**config.mk**
```make
export PLATFORM = sky130hd
export DESIGN_NAME = pipeline_hazard_control
export DESIGN_NICKNAME = d
export VERILOG_FILES = /design/src/rtl/cpu_types_pkg.sv /design/src/rtl/pipeline_load_use_detect.sv /design/src/rtl/pipeline_hazard_control.sv
export SDC_FILE = /design/constraint.sdc
export NUM_CORES = 1
export LEC_CHECK = 0
export ABC_AREA = 1
export CORE_MARGIN = 3
export CORE_UTILIZATION = 28
export DETAILED_ROUTE_END_ITERATION = 8
export GPL_TIMING_DRIVEN = 0
export PLACE_DENSITY = 0.91
export SYNTH_ARGS = -nofsm -noshare
export SYNTH_HDL_FRONTEND = slang
export SYNTH_SLANG_ARGS = --single-unit
```
**constraint.sdc**
```tcl
create_clock -name CLK -period 1.19 [get_ports CLK]
set_input_delay 0.119 -clock CLK [delete_from_list [all_inputs] [get_ports CLK]]
set_output_delay 0.119 -clock CLK [all_outputs]
set_load 0.01 [all_outputs]
```
**src/rtl/cpu_types_pkg.sv**
```systemverilog
// rtl/cpu_types_pkg.sv - shared pipeline latch command and hazard FSM state types
//
// Purpose: types shared by the hazard controller and the four pipeline latches.
//   pipe_state_t : latch command (ENABLE=load, STALL=hold, NOP=load bubble)
//   ctl_state_t  : hazard controller FSM state (RUN, DWAIT, HALT)
// Ports: none (package).
package cpu_types_pkg;

    typedef enum logic [1:0] {
        PIPE_ENABLE = 2'b00,
        PIPE_STALL  = 2'b01,
        PIPE_NOP    = 2'b10
    } pipe_state_t;

    typedef logic [1:0] ctl_state_t;

    localparam ctl_state_t CTL_RUN   = 2'd0;
    localparam ctl_state_t CTL_DWAIT = 2'd1;
    localparam ctl_state_t CTL_HALT  = 2'd2;

endpackage

```
**src/rtl/pipeline_load_use_detect.sv**
```systemverilog
// rtl/pipeline_load_use_detect.sv - combinational load-use hazard compare
//
// Purpose: flags a load in EX whose destination is read by the instruction in ID.
// Ports:
//   i_dren_ex    in  1     load in EX
//   i_regwsel_ex in  REGW  destination register of the EX instruction
//   i_rs_id      in  REGW  rs of the ID instruction
//   i_rt_id      in  REGW  rt of the ID instruction
//   o_load_use   out 1     one bubble required
module pipeline_load_use_detect #(
    parameter int REGW = 5
) (
    input  logic            i_dren_ex,
    input  logic [REGW-1:0] i_regwsel_ex,
    input  logic [REGW-1:0] i_rs_id,
    input  logic [REGW-1:0] i_rt_id,
    output logic            o_load_use
);

    logic w_dest_nonzero;
    logic w_src_match;

    // $0 is hardwired to zero, so a load targeting it never creates a dependency.
    assign w_dest_nonzero = (i_regwsel_ex != '0);
    assign w_src_match    = (i_regwsel_ex == i_rs_id) || (i_regwsel_ex == i_rt_id);
    assign o_load_use     = i_dren_ex && w_dest_nonzero && w_src_match;

endmodule

```
**src/rtl/pipeline_hazard_control.sv**
```systemverilog
// rtl/pipeline_hazard_control.sv - 5-stage pipeline latch commands and PC enable
//
// Purpose: sole source of the IF/ID, ID/EX, EX/MEM, MEM/WB latch commands and the PC
// write enable. Resolves halt, dcache waits, taken redirects (resolved in MEM),
// load-use hazards and icache misses, in that priority order.
// Optional feature macro: PIPE_PERF_EN (stall/flush perf counters; tied to 0 otherwise).
// Ports:
//   CLK, nRST          clock, asynchronous active-low reset
//   ihit, dhit         icache / dcache completion
//   dREN_mem, dWEN_mem load / store in MEM
//   PCSrc_mem          taken branch/jump in MEM
//   halt_mem           halt instruction in MEM
//   dREN_ex            load in EX
//   regWSEL_ex         EX destination register
//   rs_id, rt_id       ID source registers
//   pc_en              PC write enable
//   fd/de/em/mw_state  latch commands (pipe_state_t encoding)
//   halt               sticky halted flag
//   stall_cnt          cycles with pc_en=0 outside HALT
//   flush_cnt          taken redirects
module pipeline_hazard_control
    import cpu_types_pkg::*;
#(
    parameter int REGW = 5,
    parameter int CNTW = 32
) (
    input  logic            CLK,
    input  logic            nRST,
    input  logic            ihit,
    input  logic            dhit,
    input  logic            dREN_mem,
    input  logic            dWEN_mem,
    input  logic            PCSrc_mem,
    input  logic            halt_mem,
    input  logic            dREN_ex,
    input  logic [REGW-1:0] regWSEL_ex,
    input  logic [REGW-1:0] rs_id,
    input  logic [REGW-1:0] rt_id,
    output logic            pc_en,
    output logic [1:0]      fd_state,
    output logic [1:0]      de_state,
    output logic [1:0]      em_state,
    output logic [1:0]      mw_state,
    output logic            halt,
    output logic [CNTW-1:0] stall_cnt,
    output logic [CNTW-1:0] flush_cnt
);

    ctl_state_t r_state;
    ctl_state_t w_next_state;
    logic       r_halt;
    logic       w_load_use;
    logic       w_flush;

    pipeline_load_use_detect #(.REGW(REGW)) u_load_use (
        .i_dren_ex    (dREN_ex),
        .i_regwsel_ex (regWSEL_ex),
        .i_rs_id      (rs_id),
        .i_rt_id      (rt_id),
        .o_load_use   (w_load_use)
    );

    // Priority mux. DWAIT only matters through the MEM access still being
    // outstanding: once dhit arrives (or the access drops) rows 4-7 apply and
    // the FSM falls back to RUN.
    always_comb begin
        pc_en        = 1'b1;
        fd_state     = PIPE_ENABLE;
        de_state     = PIPE_ENABLE;
        em_state     = PIPE_ENABLE;
        mw_state     = PIPE_ENABLE;
        w_flush      = 1'b0;
        w_next_state = CTL_RUN;
        if (r_state == CTL_HALT) begin
            pc_en        = 1'b0;
            fd_state     = PIPE_STALL;
            de_state     = PIPE_STALL;
            em_state     = PIPE_STALL;
            mw_state     = PIPE_STALL;
            w_next_state = CTL_HALT;
        end else if (halt_mem) begin
            // Let the halt retire through MEM/WB, squash everything younger.
            pc_en        = 1'b0;
            fd_state     = PIPE_NOP;
            de_state     = PIPE_NOP;
            em_state     = PIPE_NOP;
            w_next_state = CTL_HALT;
        end else if ((dREN_mem || dWEN_mem) && !dhit) begin
            pc_en        = 1'b0;
            fd_state     = PIPE_STALL;
            de_state     = PIPE_STALL;
            em_state     = PIPE_STALL;
            mw_state     = PIPE_STALL;
            w_next_state = CTL_DWAIT;
        end else if (PCSrc_mem) begin
            // Redirect: load target PC and squash the three younger instructions.
            fd_state = PIPE_NOP;
            de_state = PIPE_NOP;
            em_state = PIPE_NOP;
            w_flush  = 1'b1;
        end else if (w_load_use) begin
            // Hold IF/ID, inject exactly one bubble into ID/EX.
            pc_en    = 1'b0;
            fd_state = PIPE_STALL;
            de_state = PIPE_NOP;
        end else if (!ihit) begin
            pc_en    = 1'b0;
            fd_state = PIPE_NOP;
        end
    end

    always_ff @(posedge CLK or negedge nRST) begin
        if (!nRST) begin
            r_state <= CTL_RUN;
            r_halt  <= 1'b0;
        end else begin
            r_state <= w_next_state;
            if (w_next_state == CTL_HALT) begin
                r_halt <= 1'b1;
            end
        end
    end

    assign halt = r_halt;

`ifdef PIPE_PERF_EN
    localparam logic [CNTW-1:0] CNT_ONE = {{(CNTW-1){1'b0}}, 1'b1};

    logic [CNTW-1:0] r_stall_cnt;
    logic [CNTW-1:0] r_flush_cnt;

    // Counters freeze once halted; they wrap naturally at 2^CNTW.
    always_ff @(posedge CLK or negedge nRST) begin
        if (!nRST) begin
            r_stall_cnt <= '0;
            r_flush_cnt <= '0;
        end else if (r_state != CTL_HALT) begin
            if (!pc_en) begin
                r_stall_cnt <= r_stall_cnt + CNT_ONE;
            end
            if (w_flush) begin
                r_flush_cnt <= r_flush_cnt + CNT_ONE;
            end
        end
    end

    assign stall_cnt = r_stall_cnt;
    assign flush_cnt = r_flush_cnt;
`else
    assign stall_cnt = '0;
    assign flush_cnt = '0;
`endif

endmodule
```
==> results of run 1 <==
-- per-stage QoR --
step                      hold slack, ps  power, mW  area (sq um)  setup TNS (ps)
final                               71.5      0.686          1530            -991
after global routing                74.4      0.743          1530           -1480
after CTS                           64.2      0.684          1550           -1180
after detailed placement             314      0.506          1520           -5660
after global placement               309      0.503          1520           -5420
after floorplan                     -177      0.408          1140               0
-- power breakdown --
group | total (mW) | internal [mW] | switching, mW
clock | 0.180 | 0.126 | 0.0539
sequential | 0.103 | 0.103 | 0.00000000227
combinational | 0.404 | 0.212 | 0.192
total | 0.686 | 0.441 | 0.245
-- registers in the layout (all words and copies together) (netlist names) --
register and count:
r_state 2, halt 1
-- placed cells by master, fill, tap and decap left out --
cell type,n
buf_4,69
conb_1,65
nand2_1,25
inv_1,14
dlygate4sd2_1,11
nor2_1,9
buf_2,7
clkbuf_2,5
inv_2,4
nor2_2,4
clkdlybuf4s50_1,4
a21oi_2,3
clkbuf_4,3
dfrtp_1,3
clkdlybuf4s15_1,3
xnor2_1,2
nand3_1,2
o21ai_1,2
nand2_2,2
clkdlybuf4s15_2,2
o21bai_4,1
o22ai_4,1
nand4_1,1
or2_2,1
clkbuf_1,1
buf_6,1
-- path summary, 6_finish.rpt --
check,depth (start not counted),end,slack (ps),from
worst min-delay path,1,halt,70,nRST
worst max-delay path,7,fd_state[1],-190,r_state[1]
min in group CLK,3,r_state[1],410,halt_mem
worst min register to register,1,halt,460,halt
max in group asynchronous,1,r_state[0],970,nRST
worst max register to register,5,halt,40,r_state[1]
-- cell type report --
cell class | count | area, sq um | share of cell area [%]
multi-input cells | 118 | 524 | 34.3
plain buffers | 67 | 503 | 33.0
repair buffers | 35 | 275 | 18.0
flip-flops and latches | 3 | 75.1 | 4.92
inverters | 18 | 67.6 | 4.43
well taps | 44 | 55.1 | 3.61
clock buffers | 4 | 26.3 | 1.72
-- layer usage --
metal | global-route usage, % | vias up | share of wire, % | wire [microns]
met1 | 11.3 | 361 | 37 | 799
li1 | - | 498 | - | -
met5 | 0 | - | 0 | 0
met2 | 19.6 | 52 | 54 | 1160
met3 | 2.88 | 0 | 9.5 | 206
met4 | 5.79 | 0 | 0 | 0
-- synthesized netlist by cell type --
master    instances  area, sq um
nand2_1          25         93.8
xnor2_1           2         17.5
o21ai_1           1         5.00
conb_1            1         3.75
nand2_2           2         12.5
dfrtp_1           3         75.1
a21oi_2           3         26.3
or2_2             1         6.26
inv_2             2         7.51
nand4_1           1         6.26
nand3_1           2         10.0
inv_1            16         60.1
nor2_1           13         48.8
o22ai_2           1         12.5
buf_4            67          503
o21bai_2          1         11.3
o21ai_0           1         5.00
-- worst register-to-register path: stages (launching register included) --
cell and delay [ps]:
dfrtp_1 370, inv_2 80, nor2_1 50, nor2_1 160
inv_1 90, or2_2 270
-- cells by family (layout without fill, tap and decap cells) --
logic type / count (synthesis) / in the layout
AO/OA/AOI/OAI: 7 / 7
flip-flops: 3 / 3
buffers and inverters: 85 / 124
other: 1 / 65
AND/OR/NAND/NOR: 44 / 44
XOR/XNOR: 2 / 2
-- timing repair --
action	in CTS	in global routing
endpoints found under the setup margin	9	9
buffers inserted	3	0
resized for setup	60	16
gates cloned	0	0
pin swaps	12	7
==> reports/metrics.yaml, run 1 <==
floorplanning:
  die_w_microns: 62.8
  rows: 20
  die_h_microns: 62.8
  start_util_pct: 29.4
  dieArea_sq_um: 3950
  core-area_sq_um: 3080
  io_pins: 98
critical_path:
  cpMaxStageDelayCell: "dfrtp_1"
  worst-setup-path-type: "reg2out"
  path_buf_inv: 3
  start_kind: "flop"
  crit_family: "flip-flops"
  cp.arrival_ps: 1260
  path_cells: "inv_2, o22ai_4, buf_6, nor2_2, nand2_1, o21ai_1, buf_2"
  cpPeakStageDelay_ps: 340
  end_kind: "primary output"
  critPathRequiredTime_ps: 1070
  cp_max_fo: 5
detailed_routing:
  antenna_left: 0
  dr.first_iter.drc_count: 27
  num_vias: 911
  drc_errors: 0
  drtPass1Iterations: 4
  wl_microns: 2170
  wl_per_cell_microns: 7.51
  vias_per_cell: 3.15
final_layout:
  finalNonFillerCells: 289
  fin_nets: 270
  drive_gt1_share_pct: 42.0
  nFillCells: 334
  finalCoreUtilization_pct: 49.6
  area_delta_synth_final_pct: 68.7
  num_antenna_cells: 0
clock_tree:
  numCtsBuffers: 3
  hold_buffers: 0
  cts_tree: "yes"
  clk_path_buf_depth: 2
  cts_sinks: 3
  htreeDepth: 1
  ctsRootBufferMaster: "clkbuf_4"
  clock_latency_ps: 230
  clk_pin_slew_ps: 40
logic_synthesis:
  synthMuxAreaShare_pct: 0
  synth_compound_area_share_pct: 6.64
  synth_xor_area_share_pct: 1.94
  synth_cell_type_count: 17
  yosys_warnings: 0
  synth_seq_cells: 3
  synth_top_family_by_area: "buffers and inverters"
  mappedNetlistArea_sq_um: 905
  yosys.area_share.simple_pct: 19.6
  syn_inst: 142
  synthAdderAreaFrac_pct: 0
  syn_area_per_cell_sq_um: 6.37
  seq_area_frac_synth_pct: 8.30
placed_design:
  post-place-ws_ps: -834
  numPortBuffers: 32
  hpwlAfterDp_microns: 1930
  dp_cells: 282
  gp_congestion: 0.762
sta:
  timing.final.crit_share_pct: 116
  slew_violations: 0
  rsz0062_at_grt: "true"
  min_period_ps: 1380
  setup_viol: 7
  fmax_ghz: 0.723
  fin_skew_ps: 1.38
  report.final.hold_viol_count: 0
  setup_slack_ps: -192
outcome:
  violations: "setup timing"
  status: "complete, but fails checks"
global_route:
  grt_pass1_wl_microns: 3460
  grt_max_degree: 6
  grt-ovfl-total: 0
  antenna_found_initial: 0
  grt_pass1_vias: 757
  gr-usage-all-layers_pct: 10.8
flow_run:
  maxCapViolCount: 0
power_and_ir_drop:
  irDropWorstVdd_mv: 0.175
  p_leak_nw: 1.00
  power_density_nw_per_um2: 449
min_path:
  min-delay-path-class: "in2async"
No activity file was read; power rests on OpenSTA's default activity.
==> inputs of run 2 (changes only) <==
REMOVE_ABC_BUFFERS = 1   (was unset)
SLEW_MARGIN = 20   (was unset)
==> reports/metrics.yaml, run 2 (synthesis gave the netlist of run 1 again) <==
outcome:
  status: "complete, but fails checks"
  violations: "setup timing"
final_layout:
  final_cell_mix: "65 x conb_1, 25 x nand2_1, 13 x inv_1"
  largest_register_ff_count: 2
  fin_nets: 206
  layout_commonest_cell: "conb_1"
  regMostFlops: "r_state"
  drive_gt1_share_pct: 22.1
  finalCoreUtilization_pct: 33.9
  num_antenna_cells: 0
  area_delta_synth_final_pct: 15.2
  finalNonFillerCells: 225
placed_design:
  hpwlAfterDp_microns: 1590
  dp_cells: 215
  numPortBuffers: 32
  gp_congestion: 0.631
clock_tree:
  clk_path_buf_depth: 2
  clock_latency_ps: 240
  htreeDepth: 1
  cts_tree: "yes"
  cts_sinks: 3
  numCtsBuffers: 3
  ctsRootBufferMaster: "clkbuf_4"
  clk_pin_slew_ps: 40
  hold_buffers: 0
critical_path:
  cp.arrival_ps: 1280
  rrSetupSlack_ps: 10
  critPathRequiredTime_ps: 1070
  end_kind: "primary output"
  start_kind: "flop"
  r2r-start: "r_state[1]"
  reg2regPathDepth: 6
  cp_max_fo: 7
  worst-setup-path-type: "reg2out"
  r2r-end: "halt"
floorplanning:
  die_h_microns: 62.8
  dieArea_sq_um: 3950
  die_w_microns: 62.8
  rows: 20
  io_pins: 98
  core-area_sq_um: 3080
  start_util_pct: 29.4
detailed_routing:
  vias_per_cell: 3.28
  drtPass1Iterations: 3
  dr.first_iter.drc_count: 8
  num_vias: 737
  wl_microns: 1850
  antenna_left: 0
  wl_per_cell_microns: 8.22
  drc_errors: 0
global_route:
  antenna_found_initial: 0
  grt-ovfl-total: 0
  grt_pass1_wl_microns: 2500
  grt_pass1_vias: 594
  grt_max_degree: 8
  gr-usage-all-layers_pct: 7.97
sta:
  min_period_ps: 1400
  fmax_ghz: 0.715
  setup_slack_ps: -208
  report.final.hold_viol_count: 0
  setup_tns_ps: -1160
  rsz0062_at_grt: "true"
  setup_viol: 8
  fin_skew_ps: 4.32
  timing.final.crit_share_pct: 118
  slew_violations: 0
power_and_ir_drop:
  p_leak_nw: 0.648
  p_int_mw: 0.304
  irDropWorstVdd_mv: 0.154
  switching_share_pct: 42.0
  power_switching_mw: 0.220
  seqPwrFrac_pct: 19.6
  power_density_nw_per_um2: 502
  power_frac_clock_pct: 34.7
  p_comb_share_pct: 45.7
flow_run:
  maxCapViolCount: 0
min_path:
  min-delay-path-class: "in2async"
==> run 2: cell count changes in the layout (fill, tap and decap cells not counted) <==
cell             before  now
clkbuf_2              5    4
inv_1                14   13
buf_4                69    5
clkdlybuf4s15_2       2    0
inv_2                 4    5
o21ai_1               2    1
buf_2                 7    9
clkdlybuf4s15_1       3    4
o21ai_2               0    1
==> run 2: worst max-delay path by stage <==
stage | from | to | depth (start not counted)
finish | r_state[0] | fd_state[0] | 4
global route | r_state[0] | fd_state[0] | 4
CTS | r_state[1] | fd_state[0] | 5
detailed placement | regWSEL_ex[4] | de_state[1] | 10
global placement | regWSEL_ex[4] | fd_state[0] | 10
floorplan | r_state[0] | fd_state[0] | 3
==> run 2: what timing repair did <==
| action | CTS | global route |
|---|---|---|
| setup endpoints to repair | 9 | 9 |
| pin swaps | 16 | 16 |
| buffers inserted | 4 | 2 |
| gates cloned | 0 | 0 |
| gates resized for setup | 63 | 16 |
==> run 2: final cells by class <==
class,instances,area (sq um)
Fill cell,337,2040
Multi-Input combinational cell,118,528
Timing Repair Buffer,38,290
Clock buffer,4,26.3
Inverter,18,67.6
Tap cell,44,55.1
Sequential cell,3,75.1
==> run 2: metal layers <==
layer	track usage [%]	wire length, microns	part of all wire [%]	vias up
li1	-	-	-	364
met1	6.66	545	29	315
met2	16.6	1070	58	52
met3	1.44	193	10	6
met4	4.96	44	2.4	0
met5	0	0	0	-
==> run 2: metrics by stage <==
| step | total power [mW] | area (sq um) | worst slack, ps | hold WS, ps |
|---|---|---|---|---|
| 2_1_floorplan | 0.250 | 642 | -85.8 | -177 |
| 3_3_place_gp | 0.345 | 1020 | -819 | 310 |
| 3_5_place_dp | 0.349 | 1020 | -852 | 318 |
| 4_1_cts | 0.527 | 1050 | -147 | 66.4 |
| 5_1_grt | 0.562 | 1040 | -226 | 77.8 |
| 6_report | 0.524 | 1040 | -208 | 71.4 |
==> run 2: worst max-delay path, stage by stage (launching register included) <==
cell	delay [ps]
dfrtp_1	400
o22ai_4	280
nor2_2	100
a21oi_2	120
buf_2	150
==> run 2: power by group through the flow <==
stage,Combinational [mW],Clock [mW],Sequential [mW]
after floorplan,0.146,0,0.104
after CTS,0.239,0.186,0.103
after global placement,0.241,0,0.104
after global routing,0.267,0.192,0.103
after detailed placement,0.245,0,0.104
final,0.239,0.182,0.103
==> inputs of run 3 (changes only) <==
ABC_AREA = unset   (was 1)
CORE_UTILIZATION = 27   (was 28)
PLACE_DENSITY = 0.93   (was 0.91)
==> reports/metrics.yaml, run 3 <==
final_layout:
  drive_gt1_share_pct: 34.0
  finalCoreUtilization_pct: 40.8
  final_cell_mix: "65 x conb_1, 12 x buf_4, 8 x clkdlybuf4s15_1"
  multi_input_area_sq_um: 596
  fin_nets: 181
  layout_commonest_cell: "conb_1"
  seq_area_sq_um: 75.1
  nFillCells: 284
  regMostFlops: "r_state"
  finalNonFillerCells: 187
  area_delta_synth_final_pct: 39.7
  largest_register_ff_count: 2
  num_antenna_cells: 0
  finalInstanceArea_sq_um: 1150
power_and_ir_drop:
  p_leak_nw: 0.595
  power_frac_clock_pct: 30.4
  power_switching_mw: 0.243
  p_int_mw: 0.365
  p_comb_share_pct: 52.8
  power_density_nw_per_um2: 527
  seqPwrFrac_pct: 16.9
  irDropWorstVdd_mv: 0.363
  switching_share_pct: 40.0
  totalPowerFinal_mw: 0.608
critical_path:
  startpoint: "regWSEL_ex[1]"
  end_kind: "primary output"
  cp.arrival_ps: 1360
  rrSetupSlack_ps: 240
  critPathRequiredTime_ps: 1070
  worst-setup-path-type: "in2out"
  r2r-start: "r_state[1]"
  start_kind: "primary input"
  reg2regPathDepth: 2
  worstSetupEndpoint: "pc_en"
  r2r-end: "halt"
  cp_max_fo: 3
detailed_routing:
  drtPass1Iterations: 4
  drc_errors: 0
  num_vias: 683
  wl_microns: 1950
  antenna_left: 0
  dr.first_iter.drc_count: 10
  vias_per_cell: 3.65
  wl_per_cell_microns: 10.4
floorplanning:
  rows: 19
  die_w_microns: 61.3
  die_h_microns: 61.3
  dieArea_sq_um: 3760
  io_pins: 98
  core-area_sq_um: 2830
  start_util_pct: 29.2
logic_synthesis:
  netlist_top_cells_count: "67 x buf_4, 10 x xnor2_1, 4 x nor2_1"
  yosysTopAreaCellShare_pct: 60.9
  yosys.area.top_type: "buf_4"
  synth_seq_cells: 3
  syn_inst: 108
  synth_edf_count: 0
  synth_area_leaders: "buf_4 61%, xnor2_1 11%, dfrtp_1 9.1%, nor2_1 1.8%, o22ai_1 1.5%"
  yosys_warnings: 0
  yosysMostFrequentCell: "buf_4"
  mappedNetlistArea_sq_um: 826
  synth_cell_type_count: 22
  synth_ff_type: "dfrtp_1"
  synth-async-reset-ratio_pct: 100
  seq_area_frac_synth_pct: 9.09
  syn_area_per_cell_sq_um: 7.65
clock_tree:
  hold_buffers: 0
  clk_pin_slew_ps: 40
  clk_path_buf_depth: 2
  cts_tree: "yes"
  cts_sinks: 3
  numCtsBuffers: 3
  ctsRootBufferMaster: "clkbuf_4"
  clock_latency_ps: 230
  htreeDepth: 1
outcome:
  violations: "setup timing"
  status: "complete, but fails checks"
sta:
  setup_tns_ps: -1800
  slew_violations: 0
  fin_worst_hold_slack_ps: 65.6
  setup_slack_ps: -287
  fmax_ghz: 0.677
  setup_viol: 8
  min_period_ps: 1480
  report.final.hold_viol_count: 0
  timing.final.crit_share_pct: 124
  rsz0062_at_grt: "true"
  fin_skew_ps: 0.365
flow_run:
  maxCapViolCount: 0
placed_design:
  numPortBuffers: 32
  dpl_cell_area_sq_um: 922
  dp_cells: 168
  post-place-ws_ps: -1040
  gp_congestion: 0.781
  hpwlAfterDp_microns: 1370
global_route:
  grt_max_degree: 6
  grt_pass1_wl_microns: 2480
  grt-ovfl-total: 0
  antenna_found_initial: 0
  grt_pass1_vias: 571
  gr-usage-all-layers_pct: 8.97
min_path:
  min-delay-path-class: "in2async"
run 3: cell count changes after synthesis, sizes merged, moves of 8 or more:
cell / delta
inv: -16
xnor2: +8
nand2: -24
nor2: -9
run 3: power by group through the flow:
| stage | Sequential [mW] | Combinational, mW | Clock, mW |
|---|---|---|---|
| after floorplan | 0.104 | 0.141 | 0 |
| after global placement | 0.104 | 0.234 | 0 |
| after detailed placement | 0.104 | 0.238 | 0 |
| after CTS | 0.103 | 0.271 | 0.191 |
| after global routing | 0.102 | 0.349 | 0.202 |
| final | 0.103 | 0.321 | 0.185 |
run 3: timing repair:
item / CTS / global route
resized for setup: 87 / 28
buffers inserted: 12 / 3
setup endpoints to repair: 9 / 8
gates cloned: 0 / 0
pin swaps: 22 / 21
run 3: layout make-up:
type | count | share of cell area (%)
multi-input cells | 100 | 51.6
repair buffers | 47 | 35.6
flip-flops and latches | 3 | 6.51
well taps | 31 | 3.36
clock buffers | 4 | 2.28
inverters | 2 | 0.651
run 3: cells by family after synthesis:
group                     Yosys count  synth area share (%)
DFF                                 3                  9.09
buffers and inverters              69                  61.8
xor gates and xnor gates           10                  10.6
AOI/OAI and AO/OA                  12                  10.5
other                               1                 0.454
and+or+nand+nor                    13                  7.58
run 3: worst min path at each step:
| stage | to | depth (start not counted) | slack, ps | startpoint |
|---|---|---|---|---|
| global placement | halt | 1 | 310 | nRST |
| floorplan | halt | 0 | -180 | nRST |
| finish | r_state[1] | 1 | 70 | nRST |
| CTS | halt | 1 | 60 | nRST |
| global route | r_state[1] | 1 | 70 | nRST |
| detailed placement | halt | 1 | 320 | nRST |
run 3: metal layers:
layer / share of wire (%) / vias up / track usage (%)
met1: 29 / 299 / 7.64
met5: 0 / - / 0
met3: 12 / 2 / 2.73
met2: 59 / 70 / 19.3
li1: - / 312 / -
met4: 0.62 / 0 / 2.17
run 3: worst max-delay path, cell delays in order:
cell	delay [ps]
buf_6	100
or4_4	540
o21ai_4	150
buf_6	130
nor2_2	40
a21oi_2	130
buf_2	140
